<file path="src/rtl/cam_match_encoder.sv">
// Purpose : encode a CAM match-line vector into word addresses, lowest index first.
// Latency : search accepted at edge N gives its first result in cycle N+1; one result per cycle under sustained ready.
// Backpres: result held stable while result_ready_i=0; search_ready_o low until the last result is accepted.
//
// Optional feature macro: CAM_MULTI_HIT_ITER_EN
//   defined   -> every set match bit is reported in ascending index order.
//   undefined -> one result per search (lowest hit or the no-hit result);
//                multi_hit_o still flags multiple matches.
//
// Ports:
//   clk_i, reset_i              clock and synchronous active-high reset
//   search_valid_i/_ready_o     search handshake, match_lines_i is the vector
//   result_valid_o/_ready_i     result handshake
//   result_address_o            index of the lowest pending match bit
//   result_hit_o                at least one match pending
//   result_last_o               final result of this search
//   multi_hit_o                 captured vector had two or more bits set
module cam_match_encoder #(
  parameter int WORDS  = 32,
  parameter int ADDR_W = 5
) (
  input  logic              clk_i,
  input  logic              reset_i,
  input  logic              search_valid_i,
  output logic              search_ready_o,
  input  logic [WORDS-1:0]  match_lines_i,
  output logic              result_valid_o,
  input  logic              result_ready_i,
  output logic [ADDR_W-1:0] result_address_o,
  output logic              result_hit_o,
  output logic              result_last_o,
  output logic              multi_hit_o
);

  localparam logic [0:0] ST_IDLE = 1'b0;
  localparam logic [0:0] ST_SCAN = 1'b1;

  localparam logic [WORDS-1:0] ONE = {{(WORDS-1){1'b0}}, 1'b1};

  logic [0:0]       state;
  logic [WORDS-1:0] pending;
  logic             multi;

  logic              scan;
  logic [ADDR_W-1:0] low_addr;
  logic [WORDS-1:0]  pending_rest;
  logic              at_most_one;
  logic              match_multi;
  logic              last_raw;

  assign scan = (state == ST_SCAN);

  // Priority encoder: walking from the top down lets the lowest set bit win.
  always_comb begin
    low_addr = '0;
    for (int i = WORDS - 1; i >= 0; i--) begin
      if (pending[i]) begin
        low_addr = ADDR_W'(i);
      end
    end
  end

  // x & (x-1) drops the lowest set bit; a zero remainder means at most one bit was set.
  assign pending_rest = pending & (pending - ONE);
  assign at_most_one  = ~|pending_rest;
  assign match_multi  = |(match_lines_i & (match_lines_i - ONE));

`ifdef CAM_MULTI_HIT_ITER_EN
  assign last_raw = at_most_one;
`else
  assign last_raw = 1'b1;
`endif

  // All outputs come from registered state only, gated to zero outside SCAN.
  assign search_ready_o   = ~scan;
  assign result_valid_o   = scan;
  assign result_address_o = scan ? low_addr : '0;
  assign result_hit_o     = scan & (|pending);
  assign result_last_o    = scan & last_raw;
  assign multi_hit_o      = scan & multi;

  always_ff @(posedge clk_i) begin
    if (reset_i) begin
      state   <= ST_IDLE;
      pending <= '0;
      multi   <= 1'b0;
    end else begin
      case (state)
        ST_IDLE: begin
          if (search_valid_i) begin
            pending <= match_lines_i;
            multi   <= match_multi;
            state   <= ST_SCAN;
          end
        end
        ST_SCAN: begin
          if (result_ready_i) begin
            pending <= pending_rest;
            if (last_raw) begin
              state <= ST_IDLE;
            end
          end
        end
        default: begin
          state <= ST_IDLE;
        end
      endcase
    end
  end

endmodule

</file>
<file path="config.mk">
export PLATFORM = sky130hd
export DESIGN_NAME = cam_match_encoder
export DESIGN_NICKNAME = d
export VERILOG_FILES = /design/src/rtl/cam_match_encoder.sv
export SDC_FILE = /design/constraint.sdc
export NUM_CORES = 1
export LEC_CHECK = 0
export CAP_MARGIN = 10
export CORE_MARGIN = 3
export CORE_UTILIZATION = 40
export DETAILED_ROUTE_END_ITERATION = 10
export GPL_TIMING_DRIVEN = 1
export SYNTH_ARGS = -nofsm -noshare
export SYNTH_HDL_FRONTEND = slang
export SYNTH_SLANG_ARGS = --single-unit
</file>
<file path="constraint.sdc">
create_clock -name clk_i -period 6.15 [get_ports clk_i]
set_input_delay 1.845 -clock clk_i [delete_from_list [all_inputs] [get_ports clk_i]]
set_output_delay 1.845 -clock clk_i [all_outputs]
set_load 0.005 [all_outputs]
</file>
==> reports/results.txt <==
status: complete, no violations
fin cells: 422
Slew @ Worst Pin: 888 ps
Tot GR Track Use: 22.3%
Final setup viols: 0
H-tree levels: 2
layout cell share with drive strength beyond 1: 5.40%
vias per cell: 6.01
First-pass DRT Iterations: 5
DRC Markers: 0
number of gates resized after cts: 0
cell taking the most area after synthesis: dfxtp_1
Worst Hold Class: reg2reg
CP Class: reg2out
Synth Register Bits: 34
Setup TNS: 0 ps
Post-CTS Setup Bufs: 0
# rows: 26
crit path DAT: 2610 ps
top cells by count, synth: 49 x nor2_1, 34 x dfxtp_1, 28 x nand2_1
register area share after synthesis: 30.4%
Critical Path, Cell by Cell: nor2b_1 -> o21bai_1 -> a21oi_1 -> o21bai_1 -> a21oi_1 -> o221ai_1 -> a2111oi_0 -> clkdlybuf4s50_1
largest net degree at the start of global routing: 35
grt ovf: 0
initial core utilization: 42.5%
Total Wirelength: 6.92 mm
crit path launch type: register
vias in the first global route: 2287
Pwr Density: 212 nW/um^2
CTS Buffer Depth: 2
CTS tree: yes
Primary FF master, synth: dfxtp_1
Clock Sinks: 34
TritonCTS Buffers: 5
Initial DRC Count: 171
DIE AREA: 6540 sq um
cell area after synthesis: 2240 sq um
first-pass GRT wire length: 11.3 mm
Antenna Nets Post-Route: 0
Synth Net Count: 348
Tcrit/Tclk final: 72.4%
fill count: 577
Syn Area/Cell: 7.18 sq um
hold_ws: 511 ps
hold_buf cts: 0
CORE AREA: 5270 sq um
CP delay by family, top: compound AO/OA/AOI/OAI gates
final hold vios: 0
RSZ-0062 raised after global routing: false
Crit path largest cell delay: 590 ps
placed cells: 415
Die Y: 80.9 microns
top post-synthesis cells by area: dfxtp_1 30%, nor2_1 8.2%, a22oi_1 6.4%, o21ai_0 6.0%, a21oi_1 5.6%
chip width: 80.9 microns
synthesis warning total: 0
WP data required: 4300 ps
Leak Pwr: 0.972 nW
dpl hpwl: 5.11 mm
Root Driver: clkbuf_8
min cycle time layout: 4450 ps
Area Overhead vs Synth: 25.5%
Max IR drop VDD: 0.123 mV
Core Util, Final: 53.4%
Final Net Count: 388
pins over their slew limit: 0
Crit-path slowest cell: clkdlybuf4s50_1
initial antenna violation count: 0
Yosys cell types: 49
Clock Skews: 8.17 ps
Fmax: 225 MHz
cell count after synthesis: 312
count leader, synth: nor2_1
Worst-Skew Late Latency: 280 ps
DR WL/cell: 16.4 microns
count of flip-flops with a built-in enable after synthesis: 0
Max transition margin: 40.3%
nature of the critical path endpoint: primary output
Clock transition at path regs: 70 ps
WP buf/inv: 1
vias after detailed routing: 2535
IO Count: 46
CP max FO: 4
diode count: 0
Max Cap Viol: 0
GP Congestion: 0.868
async set-reset flop share out of synthesis: 0%
Port-buffer cells: 45
top cell type's share of synthesized area: 30.4%
==> metal layers <==
metal	vias to the layer above	GRT usage (%)	wire (microns)
li1	1252	-	-
met1	1176	31.2	3260
met2	94	32.9	2970
met3	13	5.21	512
met4	0	8.78	187
met5	-	0	0
==> stage by stage <==
step | total power, W | setup slack (ps) | instance area [sq um]
after floorplan | 0.000368 | 2650 | 2240
after detailed placement | 0.000443 | 1600 | 2740
after CTS | 0.000598 | 1720 | 2810
after global placement | 0.000443 | 1690 | 2740
final | 0.000596 | 1700 | 2810
after global routing | 0.000635 | 1490 | 2810
==> registers in the layout (all words and copies together), names as in the netlist <==
name	count
result_last_o	1
multi	1
pending	32
==> logic make-up (layout without fill, tap and decap cells) <==
logic type	after synthesis	after routing	share of synthesized area (%)
simple gates	136	136	31.2
compound gates	113	113	32.0
flops	34	34	30.4
buf+inv	25	65	4.69
fa+ha+maj	4	4	1.79
==> report_power, final <==
| group | internal [W] | switching, W | total [W] |
|---|---|---|---|
| Combinational | 0.0000859 | 0.0000944 | 0.000180 |
| Sequential | 0.000235 | 0.0000250 | 0.000260 |
| Clock | 0.0000780 | 0.0000778 | 0.000156 |
==> worst min-delay path, stage by stage, from the launching register on <==
cell and delay [ps]:
dfxtp_1 310, nor2_1 100, a311oi_1 50
==> cell usage in the layout, fill, tap and decap left out, drive strengths merged, types with 2 or more instances in the layout <==
master         instances
o21bai                 2
or3                    5
a31oi                  4
dfxtp                 34
nor4                  16
a2111oi                5
nor3                  19
nor2                  49
nand2                 28
o21ai                 34
clkbuf                 7
o22ai                  2
and3                   2
clkdlybuf4s50         45
a311oi                 2
and2                   2
a211oi                 3
a22oi                 19
o31ai                  4
a21o                   3
a21oi                 26
buf                    3
maj3                   4
nand3                  3
inv                    9
o31a                   2
nor2b                  5
or4                    2
==> path summary, 6_finish.rpt <==
path | startpoint | end | slack [ps] | depth (start not counted)
max | pending[31]$_SDFFE_PP0P_ | result_address_o[0] | 1700 | 8
min | multi$_SDFFE_PP0P_ | multi$_SDFFE_PP0P_ | 510 | 2
max reg2reg | result_last_o$_SDFF_PP0_ | pending[26]$_SDFFE_PP0P_ | 3480 | 6
min reg2reg | multi$_SDFFE_PP0P_ | multi$_SDFFE_PP0P_ | 510 | 2
==> final cells by class <==
class                           count  area [sq um]  share of cell area, %
Multi-Input combinational cell    253          1460                   51.8
Sequential cell                    34           681                   24.2
Timing Repair Buffer               48           473                   16.8
Tap cell                           70          87.6                   3.11
Clock buffer                        7          76.3                   2.71
Inverter                           10          37.5                   1.33
Power figures use the tool's default switching activity.
